==> src/rtl/riscv_fetch_buffer.sv <==
// rtl/riscv_fetch_buffer.sv - sequential prefetch queue feeding the processor's instruction input (optional stats: FETCH_STATS_EN)
module riscv_fetch_buffer #(
    parameter int unsigned DEPTH    = 4,
    parameter logic [31:0] RESET_PC = 32'h0000_0000,
    parameter logic [31:0] NOP_WORD = 32'h0000_0013
) (
    input  logic        clk,
    input  logic        rst_n,
    input  logic [31:0] cpu_pc,
    input  logic        cpu_ready,
    output logic [31:0] instr_out,
    output logic        instr_valid,
    output logic        stall,
    output logic        mem_req,
    output logic [31:0] mem_addr,
    input  logic        mem_gnt,
    input  logic        mem_rvalid,
    input  logic [31:0] mem_rdata
`ifdef FETCH_STATS_EN
    ,
    output logic [31:0] redirect_count,
    output logic [31:0] stall_count
`endif
);

    localparam int unsigned PW = (DEPTH > 1) ? $clog2(DEPTH) : 1;
    localparam int unsigned CW = PW + 1;
    // Squashed responses can pile up across back-to-back redirects, so this
    // counter is wider than the credit counters.
    localparam int unsigned SW = 16;
    localparam logic [CW:0] DEPTH_W = (CW + 1)'(DEPTH);

    logic [31:0]   entries_q [DEPTH];
    logic [31:0]   entries_d [DEPTH];
    logic [PW-1:0] wr_ptr_q, wr_ptr_d;
    logic [PW-1:0] rd_ptr_q, rd_ptr_d;
    logic [CW-1:0] count_q, count_d;
    logic [CW-1:0] outstanding_q, outstanding_d;
    logic [SW-1:0] squash_q, squash_d;
    logic [31:0]   fetch_addr_q, fetch_addr_d;
    logic [31:0]   head_pc_q, head_pc_d;

    logic [31:0] pc_aligned;
    logic        redirect;
    logic        accept;
    logic        push;
    logic        pop;
    logic        drop;
    logic        unused_pc_bits;

    assign unused_pc_bits = ^cpu_pc[1:0];

    // Handshake and presentation signals derived from current state and inputs.
    always_comb begin
        pc_aligned  = {cpu_pc[31:2], 2'b00};
        // A PC that no longer matches the head means the processor took a branch.
        redirect    = (pc_aligned != head_pc_q);
        instr_valid = (count_q != '0) && !redirect;
        instr_out   = instr_valid ? entries_q[rd_ptr_q] : NOP_WORD;
        stall       = !instr_valid;
        // Credits cover both queued words and fetches still in flight.
        mem_req     = rst_n && !redirect &&
                      (({1'b0, count_q} + {1'b0, outstanding_q}) < DEPTH_W);
        mem_addr    = fetch_addr_q;
        accept      = mem_req && mem_gnt;
        drop        = mem_rvalid && (squash_q != '0);
        push        = mem_rvalid && (squash_q == '0) && !redirect;
        pop         = instr_valid && cpu_ready;
    end

    // Next-state for queue, pointers, credits and squash bookkeeping.
    always_comb begin
        entries_d     = entries_q;
        wr_ptr_d      = wr_ptr_q;
        rd_ptr_d      = rd_ptr_q;
        count_d       = count_q;
        outstanding_d = outstanding_q;
        squash_d      = squash_q;
        fetch_addr_d  = fetch_addr_q;
        head_pc_d     = head_pc_q;

        if (redirect) begin
            // Flush everything; whatever is still in flight becomes stale.
            // A response landing this cycle retires one of those stale words now.
            wr_ptr_d      = '0;
            rd_ptr_d      = '0;
            count_d       = '0;
            outstanding_d = '0;
            fetch_addr_d  = pc_aligned;
            head_pc_d     = pc_aligned;
            squash_d      = squash_q + SW'(outstanding_q) - SW'(mem_rvalid);
        end else begin
            if (accept) begin
                fetch_addr_d = fetch_addr_q + 32'd4;
            end
            if (push) begin
                entries_d[wr_ptr_q] = mem_rdata;
                wr_ptr_d            = wr_ptr_q + 1'b1;
            end
            if (pop) begin
                rd_ptr_d  = rd_ptr_q + 1'b1;
                head_pc_d = head_pc_q + 32'd4;
            end
            case ({push, pop})
                2'b10:   count_d = count_q + 1'b1;
                2'b01:   count_d = count_q - 1'b1;
                default: count_d = count_q;
            endcase
            outstanding_d = outstanding_q + CW'(accept) - CW'(push);
            if (drop) begin
                squash_d = squash_q - 1'b1;
            end
        end
    end

    // State registers with synchronous active-low reset.
    always_ff @(posedge clk) begin
        if (!rst_n) begin
            for (int i = 0; i < int'(DEPTH); i++) begin
                entries_q[i] <= '0;
            end
            wr_ptr_q      <= '0;
            rd_ptr_q      <= '0;
            count_q       <= '0;
            outstanding_q <= '0;
            squash_q      <= '0;
            fetch_addr_q  <= RESET_PC;
            head_pc_q     <= RESET_PC;
        end else begin
            entries_q     <= entries_d;
            wr_ptr_q      <= wr_ptr_d;
            rd_ptr_q      <= rd_ptr_d;
            count_q       <= count_d;
            outstanding_q <= outstanding_d;
            squash_q      <= squash_d;
            fetch_addr_q  <= fetch_addr_d;
            head_pc_q     <= head_pc_d;
        end
    end

`ifdef FETCH_STATS_EN
    logic [31:0] redirect_count_q, redirect_count_d;
    logic [31:0] stall_count_q, stall_count_d;

    // Saturating event counters for redirects and stalled cycles.
    always_comb begin
        redirect_count_d = redirect_count_q;
        stall_count_d    = stall_count_q;
        if (redirect && (redirect_count_q != 32'hFFFF_FFFF)) begin
            redirect_count_d = redirect_count_q + 32'd1;
        end
        if (stall && (stall_count_q != 32'hFFFF_FFFF)) begin
            stall_count_d = stall_count_q + 32'd1;
        end
    end

    // Counter registers, cleared by reset.
    always_ff @(posedge clk) begin
        if (!rst_n) begin
            redirect_count_q <= '0;
            stall_count_q    <= '0;
        end else begin
            redirect_count_q <= redirect_count_d;
            stall_count_q    <= stall_count_d;
        end
    end

    assign redirect_count = redirect_count_q;
    assign stall_count    = stall_count_q;
`endif

endmodule
==> config.mk <==
export PLATFORM = sky130hd
export DESIGN_NAME = riscv_fetch_buffer
export DESIGN_NICKNAME = d
export VERILOG_FILES = /design/src/rtl/riscv_fetch_buffer.sv
export SDC_FILE = /design/constraint.sdc
export NUM_CORES = 1
export LEC_CHECK = 0
export ABC_AREA = 1
export BUFFER_PORTS_ARGS = -buffer_cell sky130_fd_sc_hd__buf_2
export CAP_MARGIN = 5
export CELL_PAD_IN_SITES_DETAIL_PLACEMENT = 0
export CELL_PAD_IN_SITES_GLOBAL_PLACEMENT = 1
export CORE_MARGIN = 2
export CORE_UTILIZATION = 38
export DETAILED_ROUTE_END_ITERATION = 10
export PLACE_DENSITY_LB_ADDON = 0.25
export SYNTH_ARGS = -nofsm -noshare
export SYNTH_HDL_FRONTEND = slang
export SYNTH_SLANG_ARGS = --single-unit
==> constraint.sdc <==
create_clock -name clk -period 3.04 [get_ports clk]
set_input_delay 0.608 -clock clk [delete_from_list [all_inputs] [get_ports clk]]
set_output_delay 0.608 -clock clk [all_outputs]
set_load 0.005 [all_outputs]
==> key figures <==
STA
  – Setup skew after layout: 0.00773 ns
  – Final Hold Violating Endpoints: 0
  – Maximum clock rate: 335 MHz
  – Fin. max-slew vios: 0
  – Actual slew at the worst max-slew pin: 0.910 ns
  – Min Clock Period, post-route: 2.98 ns
  – Number of setup violations in the final report: 0
  – RSZ-0062 raised after global routing: yes
  – Worst-case setup margin in the final layout: 0.0584 ns
  – Final worst path period share: 98.1%
  – Worst slew slack as a fraction of its limit: 39.3%

Clock tree
  – Clock tree from TritonCTS: done
  – Max Buffers Root-to-Sink: 3
  – # H-tree levels: 1
  – TritonCTS Buffers: 27
  – Total clock sinks: 214
  – Reg clk slew, reported paths: 0.06 ns
  – CTS Root Buffer Type: sky130_fd_sc_hd__clkbuf_16
  – Clock insertion delay at the later pin of the skew report: 0.56 ns

Floorplan
  – Initial Utilization: 38.6%
  – Die Y-Extent: 197 µm
  – Placeable core region: 0.0367 mm²
  – Die Span X: 197 µm
  – Number of top-level pins: 136
  – Count of standard-cell rows: 70
  – Die area: 0.0389 mm²

Detailed routing
  – Remaining design rule violation count: 0
  – Number of nets still failing antenna checks after routing: 0
  – Wire length per cell: 14.8 µm
  – Drt pass-1 iters: 5
  – Total routed wirelength: 44900 µm
  – Count of routing violations after the opening detailed-route iteration: 948
  – Total via count after detailed routing: 14800
  – Via density: 4.90

Global routing
  – Global-route wire length before repair: 71700 µm
  – Pin count of the biggest net entering global routing: 159
  – Vias in the first global route: 13700
  – Antenna violations before repair: 2
  – Remaining global-route overflow: 0
  – Global-route usage over all layers: 22.7%

Worst setup path
  – Kind of critical path: flop to output pin
  – CP max FO: 8
  – Critical Path Start Type: flop
  – CP Data Arrival Time: 2.37 ns
  – Critical path data required time: 2.43 ns
  – Endpoint kind of the worst setup timing path: output pin

Layout
  – Net count reported at finish: 2657
  – Filler cell count: 3878
  – Share of post-route cells with drive strength above 1: 14.8%
  – Count of non-filler cells in the finished layout: 3028
  – Area delta synth->final: 20.8%
  – Most frequent standard cell in the layout excluding fill and tap cells: sky130_fd_sc_hd__nand2_1
  – Final standard cell area without fillers: 0.0171 mm²
  – Commonest cells after routing, fill and taps aside: 768 x sky130_fd_sc_hd__nand2_1, 400 x sky130_fd_sc_hd__nor2_1, 263 x sky130_fd_sc_hd__inv_1

Synth
  – Largest area contributor in the netlist: sky130_fd_sc_hd__dfxtp_1
  – Syn Inst Count: 2384
  – Yosys warnings: 0
  – Synth unique cells: 35
  – Part of the Yosys area used for sequential elements: 30.2%
  – Post-synthesis cell area: 0.0142 mm²
  – Biggest area contributors in the synthesized netlist: sky130_fd_sc_hd__dfxtp_1 30%, sky130_fd_sc_hd__nand2_1 20%, sky130_fd_sc_hd__nor2_1 11%
  – #FFs+latches synth: 214
  – Area share of the leading cell type in the synthesized netlist: 30.2%
  – Mean instance size in the synthesized netlist: 5.95 µm²

Power and ir drop
  – Maximum VDD drop: 370 µV
  – P per Cell Area: 533 mW/mm²
  – Overall power: 0.00912 W
  – Leakage power figure: 8.63 nW

Placed design
  – Port Buffer Count: 131
  – Total placed cells including tap cells: 2971
  – Total placed instance area: 0.0159 mm²
  – Routability-driven placement congestion ratio: 0.884
  – Dpl ws: -0.285 ns
  – Half-perimeter wire length of the detailed placement result: 30600 µm

Min path
  – Worst Hold Class: input port to flop

Outcome
  – Outcome: complete, no violations

Job
  – Max-cap check violation count: 0
-- power breakdown --
part / switching [W] / total, W / internal (W)
clock network: 0.00134 / 0.00336 / 0.00202
logic: 0.00165 / 0.00268 / 0.00103
registers: 0.000140 / 0.00308 / 0.00294
total: 0.00313 / 0.00912 / 0.00599
-- repair_timing --
item / 4_1_cts / 5_1_grt
gates resized for setup: 16 / 44
hold buffers: 0 / 0
buffers inserted: 2 / 1
gates cloned: 1 / 1
pin swaps: 5 / 7
setup endpoints to repair: 30 / 34
-- final cells by class --
class / count / area [µm²] / share of cell area (%)
flip-flops and latches: 214 / 4320 / 25.2
well taps: 468 / 586 / 3.42
repair buffers: 245 / 1690 / 9.89
multi-input cells: 1766 / 8530 / 49.8
diodes: 2 / 5.00 / 0.0292
clock inverters: 19 / 215 / 1.26
inverters: 283 / 1060 / 6.20
clock buffers: 31 / 711 / 4.15
-- worst max-delay path: stages, from the launching register on --
cell                      delay, ns
sky130_fd_sc_hd__dfxtp_4       0.36
sky130_fd_sc_hd__inv_2         0.04
sky130_fd_sc_hd__nand2_1       0.05
sky130_fd_sc_hd__nand2_1       0.06
sky130_fd_sc_hd__inv_1         0.05
sky130_fd_sc_hd__nand2_1       0.04
sky130_fd_sc_hd__nor2_1        0.12
sky130_fd_sc_hd__nand2_2       0.09
sky130_fd_sc_hd__nor2_4        0.16
sky130_fd_sc_hd__buf_4         0.15
sky130_fd_sc_hd__nand3_4       0.15
sky130_fd_sc_hd__buf_12        0.21
sky130_fd_sc_hd__inv_2         0.08
sky130_fd_sc_hd__nand3_1       0.08
sky130_fd_sc_hd__buf_2         0.15
-- cells in the mapped netlist (all sizes together) --
| cell type | count |
|---|---|
| nand2 | 776 |
| nor2 | 410 |
| inv | 282 |
| dfxtp | 214 |
| a21oi | 170 |
| o21ai | 93 |
| clkbuf | 89 |
| nand3 | 87 |
| xor2 | 54 |
| ha | 48 |
| buf | 33 |
| o211ai | 31 |
| o311ai | 29 |
| xnor2 | 15 |
| nand3b | 14 |
| nand4 | 10 |
| nor3 | 7 |
| a31oi | 6 |
| fa | 3 |
| nor4 | 3 |
| o21bai | 3 |
| o31ai | 2 |
| or2 | 2 |
| and3 | 1 |
| clkinv | 1 |
| conb | 1 |
-- routing by layer --
layer	up-vias	part of all wire, %	GRT usage (%)
li1	7721	-	-
met1	6726	48	31.1
met2	332	45	37.7
met3	63	4.7	2.87
met4	2	2.4	6.27
met5	-	0.027	0
-- final timing paths --
kind,cells past startpoint,to,slack (ns),from
worst min register to register,2,squash_q[1]$_SDFFE_PN0P_,0.50,squash_q[1]$_SDFFE_PN0P_
worst max-delay path,14,instr_out[1],0.06,head_pc_q[25]$_SDFFE_PN0P_
worst min-delay path,3,entries_q[37]$_SDFFE_PN0P_,0.33,mem_rdata[5]
worst max register to register,22,outstanding_q[2]$_SDFF_PP0_,0.08,head_pc_q[25]$_SDFFE_PN0P_
-- flip-flops by register name (all words and copies together) (netlist names) --
name / cells
count_q: 3
entries_q: 128
rd_ptr_q: 2
outstanding_q: 3
wr_ptr_q: 2
head_pc_q: 30
mem_addr: 30
squash_q: 16
-- through the flow --
| stage | hold WS (ns) | utilization, % | setup TNS (ns) |
|---|---|---|---|
| 2_1_floorplan | 0.455 | - | -0.0921 |
| 3_3_place_gp | 0.464 | 43.4 | -0.214 |
| 3_5_place_dp | 0.489 | 43.4 | -0.285 |
| 4_1_cts | 0.301 | 46.2 | 0 |
| 5_1_grt | 0.323 | 46.6 | -0.846 |
| 6_report | 0.328 | 46.7 | 0 |
-- cell families (layout without fill, tap and decap cells) --
| kind of cell | count (synthesis) | in the layout | share of synthesized area, % |
|---|---|---|---|
| fa+ha+maj | 51 | 51 | 4.66 |
| other cells | 1 | 4 | 0.0265 |
| compound gates | 334 | 334 | 13.2 |
| xor+xnor | 69 | 69 | 4.26 |
| buf+inv | 405 | 578 | 11.0 |
| simple gates | 1310 | 1310 | 36.6 |
| flops | 214 | 214 | 30.2 |
No activity file was read; power rests on OpenSTA's default activity.
